[src/rtl/pipe_bundle_reg_if.sv]
// Valid/ready bundle interface between a producing stage, pipe_bundle_reg and a consuming stage.
// The slave modport is the register's view; the master modport drives it from outside.
interface pipe_bundle_reg_if #(
    parameter int unsigned LANES  = 2,
    parameter int unsigned DATA_W = 64
);
    logic                      flush;
    logic [LANES-1:0]          kill_mask;
    logic [LANES-1:0]          in_valid;
    logic [LANES*DATA_W-1:0]   in_data;
    logic                      in_ready;
    logic [LANES-1:0]          out_valid;
    logic [LANES*DATA_W-1:0]   out_data;
    logic                      out_ready;
    logic [1:0]                occupancy;

    modport master (
        output flush, kill_mask, in_valid, in_data, out_ready,
        input  in_ready, out_valid, out_data, occupancy
    );

    modport slave (
        input  flush, kill_mask, in_valid, in_data, out_ready,
        output in_ready, out_valid, out_data, occupancy
    );
endinterface

[src/rtl/pipe_bundle_reg.sv]
// Generic N-lane inter-stage pipeline register with a head + skid slot, registered in_ready,
// whole-stage flush and per-lane kill of the head bundle.
module pipe_bundle_reg #(
    parameter int unsigned LANES  = 2,
    parameter int unsigned DATA_W = 64
) (
    input  logic               clk,
    input  logic               rst,
    pipe_bundle_reg_if.slave   bus
);
    typedef enum logic [1:0] {
        S_EMPTY = 2'd0,
        S_ONE   = 2'd1,
        S_FULL  = 2'd2
    } state_t;

    state_t                    r_state;
    logic [LANES-1:0]          r_head_v;
    logic [LANES*DATA_W-1:0]   r_head_d;
    logic [LANES-1:0]          r_skid_v;
    logic [LANES*DATA_W-1:0]   r_skid_d;
    logic                      r_in_ready;

    logic                      w_accept;
    logic                      w_pop;
    logic [LANES-1:0]          w_head_kv;
    logic                      w_head_gone;

    assign w_accept    = r_in_ready & (|bus.in_valid);
    assign w_pop       = bus.out_ready & (|r_head_v);
    assign w_head_kv   = r_head_v & ~bus.kill_mask;
    // A head that is popped, or whose lanes are all killed, retires the same way.
    assign w_head_gone = w_pop | ~(|w_head_kv);

    always_ff @(posedge clk) begin
        if (!rst) begin
            r_state    <= S_EMPTY;
            r_head_v   <= '0;
            r_skid_v   <= '0;
            r_in_ready <= 1'b0;
        end else if (bus.flush) begin
            r_state    <= S_EMPTY;
            r_head_v   <= '0;
            r_skid_v   <= '0;
            r_in_ready <= 1'b1;
        end else begin
            case (r_state)
                S_EMPTY: begin
                    r_in_ready <= 1'b1;
                    if (w_accept) begin
                        r_head_v <= bus.in_valid;
                        r_head_d <= bus.in_data;
                        r_state  <= S_ONE;
                    end
                end
                S_ONE: begin
                    r_in_ready <= 1'b1;
                    if (w_head_gone) begin
                        if (w_accept) begin
                            r_head_v <= bus.in_valid;
                            r_head_d <= bus.in_data;
                        end else begin
                            r_head_v <= '0;
                            r_state  <= S_EMPTY;
                        end
                    end else begin
                        r_head_v <= w_head_kv;
                        if (w_accept) begin
                            r_skid_v   <= bus.in_valid;
                            r_skid_d   <= bus.in_data;
                            r_state    <= S_FULL;
                            r_in_ready <= 1'b0;
                        end
                    end
                end
                S_FULL: begin
                    // in_ready is low here, so nothing can be accepted alongside the skid move.
                    if (w_head_gone) begin
                        r_head_v   <= r_skid_v;
                        r_head_d   <= r_skid_d;
                        r_skid_v   <= '0;
                        r_state    <= S_ONE;
                        r_in_ready <= 1'b1;
                    end else begin
                        r_head_v   <= w_head_kv;
                        r_in_ready <= 1'b0;
                    end
                end
                default: begin
                    r_state    <= S_EMPTY;
                    r_head_v   <= '0;
                    r_skid_v   <= '0;
                    r_in_ready <= 1'b1;
                end
            endcase
        end
    end

    assign bus.in_ready  = r_in_ready;
    assign bus.out_valid = r_head_v;
    assign bus.out_data  = r_head_d;
    assign bus.occupancy = r_state;

    a_occ_range: assert property (@(posedge clk) disable iff (!rst)
        bus.occupancy <= 2'd2);
    a_full_not_ready: assert property (@(posedge clk) disable iff (!rst)
        (bus.occupancy == 2'd2) |-> !bus.in_ready);
    a_valid_iff_held: assert property (@(posedge clk) disable iff (!rst)
        ((|bus.out_valid) == (bus.occupancy != 2'd0)));
endmodule

[src/flat_wrapper.sv]
// flat-port wrapper written by rule: the top's interface ports become plain ports
module pipe_bundle_reg_flat 
#(
    parameter int unsigned LANES  = 2,
    parameter int unsigned DATA_W = 64
)
  (clk, rst, bus_flush, bus_kill_mask, bus_in_valid, bus_in_data, bus_out_ready, bus_in_ready, bus_out_valid, bus_out_data, bus_occupancy);
  pipe_bundle_reg_if #(.LANES(LANES), .DATA_W(DATA_W)) bus_i ();
  input  logic clk;
  input  logic rst;
  input wire logic [$bits(bus_i.flush)-1:0] bus_flush;
  input wire logic [$bits(bus_i.kill_mask)-1:0] bus_kill_mask;
  input wire logic [$bits(bus_i.in_valid)-1:0] bus_in_valid;
  input wire logic [$bits(bus_i.in_data)-1:0] bus_in_data;
  input wire logic [$bits(bus_i.out_ready)-1:0] bus_out_ready;
  output wire logic [$bits(bus_i.in_ready)-1:0] bus_in_ready;
  output wire logic [$bits(bus_i.out_valid)-1:0] bus_out_valid;
  output wire logic [$bits(bus_i.out_data)-1:0] bus_out_data;
  output wire logic [$bits(bus_i.occupancy)-1:0] bus_occupancy;
  assign bus_i.flush = bus_flush;
  assign bus_i.kill_mask = bus_kill_mask;
  assign bus_i.in_valid = bus_in_valid;
  assign bus_i.in_data = bus_in_data;
  assign bus_i.out_ready = bus_out_ready;
  assign bus_in_ready = bus_i.in_ready;
  assign bus_out_valid = bus_i.out_valid;
  assign bus_out_data = bus_i.out_data;
  assign bus_occupancy = bus_i.occupancy;
  pipe_bundle_reg #(.LANES(LANES), .DATA_W(DATA_W)) u_core (.clk(clk), .rst(rst), .bus(bus_i));
endmodule
[config.mk]
export PLATFORM = sky130hd
export DESIGN_NAME = pipe_bundle_reg_flat
export DESIGN_NICKNAME = d
export VERILOG_FILES = /design/src/rtl/pipe_bundle_reg_if.sv /design/src/rtl/pipe_bundle_reg.sv /design/src/flat_wrapper.sv
export SDC_FILE = /design/constraint.sdc
export NUM_CORES = 1
export LEC_CHECK = 0
export BUFFER_PORTS_ARGS = -buffer_cell sky130_fd_sc_hd__buf_2
export CELL_PAD_IN_SITES_DETAIL_PLACEMENT = 0
export CELL_PAD_IN_SITES_GLOBAL_PLACEMENT = 1
export CORE_MARGIN = 2
export CORE_UTILIZATION = 47
export DETAILED_ROUTE_END_ITERATION = 8
export PLACE_DENSITY_LB_ADDON = 0.1
export SLEW_MARGIN = 20
export SYNTH_ARGS = -nofsm -noshare
export SYNTH_HDL_FRONTEND = slang
export SYNTH_SLANG_ARGS = --single-unit
[constraint.sdc]
create_clock -name clk -period 22.1 [get_ports clk]
set_input_delay 4.42 -clock clk [delete_from_list [all_inputs] [get_ports clk]]
set_output_delay 4.42 -clock clk [all_outputs]
set_load 0.01 [all_outputs]
== Yosys cells after proc, flatten, opt, wreduce, memory -nomap -nowiden ==
Index checks and enable logic that the tools add are counted.
Widths: inputs -> output; s select.

* Flip-flop bits (word level): 263
* Output and inout bits: 133

* Equality and inequality tests: 9
* Muxes and demuxes: 23
* Bitwise logic cells: 10
* Reductions and logical operators: 10

{| class="wikitable"
|+ Operators with widths
! cell !! number
|-
| $mux 128 || 3
|-
| $pmux 128 s3 || 1
|-
| $mux 2 || 11
|-
| $pmux 2 s3 || 3
|-
| $reduce_and 5->1 || 2
|-
| $ne 2x1->1 const B || 4
|-
| $reduce_and 4->1 || 2
|-
| $reduce_or 2->1 || 4
|-
| $not 1->1 || 5
|-
| $mux 1 || 4
|-
| $ne 3x1->1 const B || 1
|-
| $ne 3x3->1 const B || 1
|-
| $reduce_bool 3->1 || 1
|-
| $and 1x1->1 || 2
|-
| $and 2x2->2 || 1
|-
| $eq 2x1->1 const B || 1
|-
| $eq 2x2->1 const B || 1
|-
| $logic_not 2->1 || 1
|-
| $ne 2x2->1 const B || 1
|-
| $not 2->2 || 1
|-
| $pmux 1 s2 || 1
|-
| $or 1x1->1 || 1
|}

== Longest topological paths before layout ==
* Depth in word-level cells: 8
* Mapped depth: 8

== Least setup slack after synthesis ==
Ideal clock, no wire load.

* Kind: input -> register
* From: input port bus_kill_mask[0]
* To: register u_core.r_skid_d[0], enable pin
* Setup time: 0.616 ns
* Data arrival time: 10.189 ns
* Data required time: 21.484 ns
* Path slack: 11.295 ns
* Stages on the path: 3
* Path buffers: 0
* Cells stage by stage: nand2b_2 -> a21o_2 -> nor2_1

* Longest elaborated chain between the ends: 7

{| class="wikitable"
|+ RTL lines
! element !! RTL line !! text
|-
| start: declaration || flat_wrapper.sv:12 || <nowiki>input wire logic [$bits(bus_i.kill_mask)-1:0] bus_kill_mask;</nowiki>
|-
| $not 2->2 || pipe_bundle_reg.sv:31 || <nowiki>assign w_head_kv = r_head_v & ~bus.kill_mask;</nowiki>
|-
| $and 2x2->2 || pipe_bundle_reg.sv:31 ||
|-
| $reduce_or 2->1 || pipe_bundle_reg.sv:33 || <nowiki>assign w_head_gone = w_pop | ~(|w_head_kv);</nowiki>
|-
| $not 1->1 || pipe_bundle_reg.sv:33 ||
|-
| $or 1x1->1 || pipe_bundle_reg.sv:33 ||
|-
| $not 1->1 (no line) || -- ||
|-
| $reduce_and 5->1 (no line) || -- ||
|-
| end signal: assignment || pipe_bundle_reg.sv:70 || <nowiki>r_skid_d <= bus.in_data;</nowiki>
|-
| end: declaration || pipe_bundle_reg.sv:21 || <nowiki>logic [LANES*DATA_W-1:0] r_skid_d;</nowiki>
|}

Every way passes these cells.
A chain may end at the register's enable or synchronous reset.

== Worst setup path after layout ==
* From: input port rst
* To: register u_core.r_skid_d[117], enable pin

* Longest elaborated chain between the ends: 1

{| class="wikitable"
|+ RTL lines
! element !! RTL line !! text
|-
| start: declaration || flat_wrapper.sv:10 || <nowiki>input logic rst;</nowiki>
|-
| $reduce_and 5->1 (no line) || -- ||
|}

Every way passes these cells.

==> results.sh <==
export IMPL_status="finished clean"
export IMPL_vias_per_cell=5.002
export IMPL_grt_pass1_wl_um=29410
export IMPL_syn_cell_area_um2=9756
export IMPL_drive_gt1_share_pct=58.65
export IMPL_postCtsSetupRepairBufs=0
export IMPL_pwr_density_cell_nw_per_um2=84.64
export IMPL_ys_ff_latch=263
export IMPL_dieWidth_um=148.1
export IMPL_drv_cap=0
export IMPL_yosysSeqAreaShare_pct=80.24
export IMPL_synth_fa_ha_area_share_pct=0.5130
export IMPL_die_h_um=148.1
export IMPL_p_leak_nw=4.481
export IMPL_routabilityCongestion=0.7533
export IMPL_path_clk_slew_ns=0.06
export IMPL_final_cell_mix="buf_2 (268), edfxtp_1 (256), mux2_2 (128), clkbuf_16 (29), clkinv_1 (11)"
export IMPL_htree_num_levels=1
export IMPL_fill_cells=1569
export IMPL_yosys_mux_area_fraction_pct=15.08
export IMPL_setup_worst_path_start_class="input port"
export IMPL_cts_buffers=28
export IMPL_grt_overflow_total=0
export IMPL_rsz0062_at_grt="false"
export IMPL_synth_top_family_by_area="multiplexers"
export IMPL_synthCells=462
export IMPL_finClkSkew_ns=0.01581
export IMPL_initial_utilization_pct=48.06
export IMPL_synth_cell_types=35
export IMPL_peakVddDrop_mv=0.05689
export IMPL_fmax_mhz=153.2
export IMPL_io_pins=269
export IMPL_cts_root_buffer_cell="clkbuf_16"
export IMPL_path_max_fanout=59
export IMPL_crit_path_end_kind="flop"
export IMPL_postCtsHoldBufs=0
export IMPL_crit_type="in -> reg"
export IMPL_critPathTopFamily="simple AND/OR/NAND/NOR gates"
export IMPL_cp_required_ns=22.24
export IMPL_clock_sinks=263
export IMPL_ctsResizeCount=0
export IMPL_first_global_vias=5458
export IMPL_worstSkewPairLatency_ns=0.52
export IMPL_finalWirelength_um=19360
export IMPL_vias=5227
export IMPL_fin_nets=889
export IMPL_tritoncts="yes"
export IMPL_drc=0
export IMPL_yosys_warnings=0
export IMPL_finalSetupViolations=0
export IMPL_relSlewSlack_pct=28.36
export IMPL_syn_avg_cell_area_um2=21.12
export IMPL_synth_compound_area_share_pct=1.744
export IMPL_cp_data_arrival_time_ns=6.66
export IMPL_critPathMaxStageDelay_ns=0.76
export IMPL_antenna_found_initial=6
export IMPL_synth_simple_gate_area_share_pct=1.308
export IMPL_holdPathStages=2
export IMPL_drtPass1Iterations=4
export IMPL_synth_xor_area_share_pct=0.08978
export IMPL_finalHoldViolCount=0
export IMPL_path_cells="buf_2 -> nor2b_1 -> nand3_1 -> nor2_4 -> buf_4"
export IMPL_clock_path_buffers=3
export IMPL_core_um2=20300
export IMPL_setup_tns_ns=0
export IMPL_drt_iter0_drc=276
export IMPL_r2r_slack_ns=19.05
export IMPL_post_route_min_period_ns=6.527
export IMPL_port_buffers=268
export IMPL_area_growth_syn_to_layout_pct=25.98
export IMPL_cp_depth=5
export IMPL_wl_per_cell_um=18.53
export IMPL_hp_class="reg -> reg"
export IMPL_rr_worst_depth=5
export IMPL_syn_num_nets=602
export IMPL_critPathBufInv=2
export IMPL_detail_route_antenna_nets=0
export IMPL_cp_slowest_cell="nor2_4"
export IMPL_grt_usage_pct=17.17
export IMPL_grt_max_degree=76
export IMPL_dieArea_um2=21920
export IMPL_row_count=52
export IMPL_layout_commonest_cell="buf_2"
export IMPL_period_share_pct=29.53
export IMPL_power_mw=1.040
export IMPL_slew_violations=0
export IMPL_worstMarginPinSlew_ns=1.075
export IMPL_hpwl_um=12820
==> power breakdown <==
part	total, mW	internal, mW	switching (mW)
clock network	0.437	0.259	0.178
registers	0.557	0.555	0.00213
logic	0.0458	0.0234	0.0224
==> state kept, by name, summed over array words and instances (netlist names) <==
name,count
u_core.bus.in_ready,1
u_core.bus.occupancy,2
u_core.bus.out_data,128
u_core.bus.out_valid,2
u_core.r_skid_d,128
u_core.r_skid_v,2
==> worst register-to-register path, stage by stage (launching register included) <==
cell and delay (ns):
dfxtp_1 0.36, inv_1 0.11, ha_1 0.41, nand3_1 0.20
nor2_4 0.76, buf_4 0.76
==> stage by stage <==
stage | instance area, um2 | setup slack [ns] | util [%] | hold WS (ns) | cells
finish | 12290 | 15.57 | 60.55 | 0.4780 | 1045
global route | 12280 | 15.29 | 60.51 | 0.5277 | 1042
CTS | 12280 | 15.55 | 60.47 | 0.4790 | 1039
detailed placement | 11410 | 14.98 | 56.21 | 0.4675 | 989
global placement | 11410 | 15.03 | 56.21 | 0.4618 | 989
floorplan | 9756 | 11.29 | - | 0.4361 | 462
==> path summary, 6_finish.rpt <==
kind,from,to
max reg2reg,u_core.bus.occupancy[1],u_core.r_skid_d[117]
max,rst,u_core.r_skid_d[117]
min reg2reg,u_core.r_skid_v[1],u_core.r_skid_v[1]
min,u_core.r_skid_v[1],u_core.r_skid_v[1]
==> logic make-up after synthesis <==
family,count (synthesis)
flip-flops,263
multiplexers,131
AND/OR/NAND/NOR,24
AO/OA/AOI/OAI,20
buffers and inverters,19
adder cells (fa/ha/maj),4
XOR/XNOR,1
==> layer usage <==
layer / wire [um] / part of all wire [%] / global-route usage [%]
met5: 13 / 0.067 / 0
met1: 7979 / 41 / 23.13
met2: 9068 / 47 / 26.78
met3: 1864 / 9.6 / 5.890
met4: 433 / 2.2 / 5.095
==> cells in the mapped netlist <==
library cell,instances,area [um2]
edfxtp_1,256,7687
mux2_2,128,1441
buf_2,14,70.07
dfxtp_1,7,140.1
nand2_1,6,22.52
nor2_1,6,22.52
ha_1,4,50.05
o21ai_0,4,20.02
a21oi_1,3,15.01
inv_1,3,11.26
mux2i_1,3,30.03
nand3_1,3,15.01
a221oi_1,2,17.52
and2_2,2,15.01
a211o_1,1,8.760
a21o_1,1,7.510
a21o_2,1,8.760
a21oi_2,1,8.760
a221oi_2,1,15.01
a221oi_4,1,26.28
a22o_1,1,8.760
buf_4,1,7.510
buf_6,1,11.26
nand2b_1,1,6.260
nand2b_2,1,8.760
nand2b_4,1,13.76
nand4_1,1,6.260
nor2b_1,1,6.260
nor3_1,1,5.000
o21a_2,1,8.760
o21ai_2,1,8.760
o31a_1,1,8.760
o31ai_1,1,7.510
or3_1,1,6.260
xnor2_1,1,8.760
==> final cells by class <==
cell class | instances | area (um2) | area share (%)
inverter | 3 | 11.26 | 0.09162
sequential | 263 | 7828 | 63.69
antenna | 6 | 15.01 | 0.1222
clock inverter | 19 | 131.4 | 1.069
clock buffer | 31 | 733.2 | 5.966
tap | 270 | 337.8 | 2.749
timing repair buffer | 273 | 1379 | 11.22
multi-input combinational | 180 | 1856 | 15.10
No activity file was read; power rests on OpenSTA's default activity.
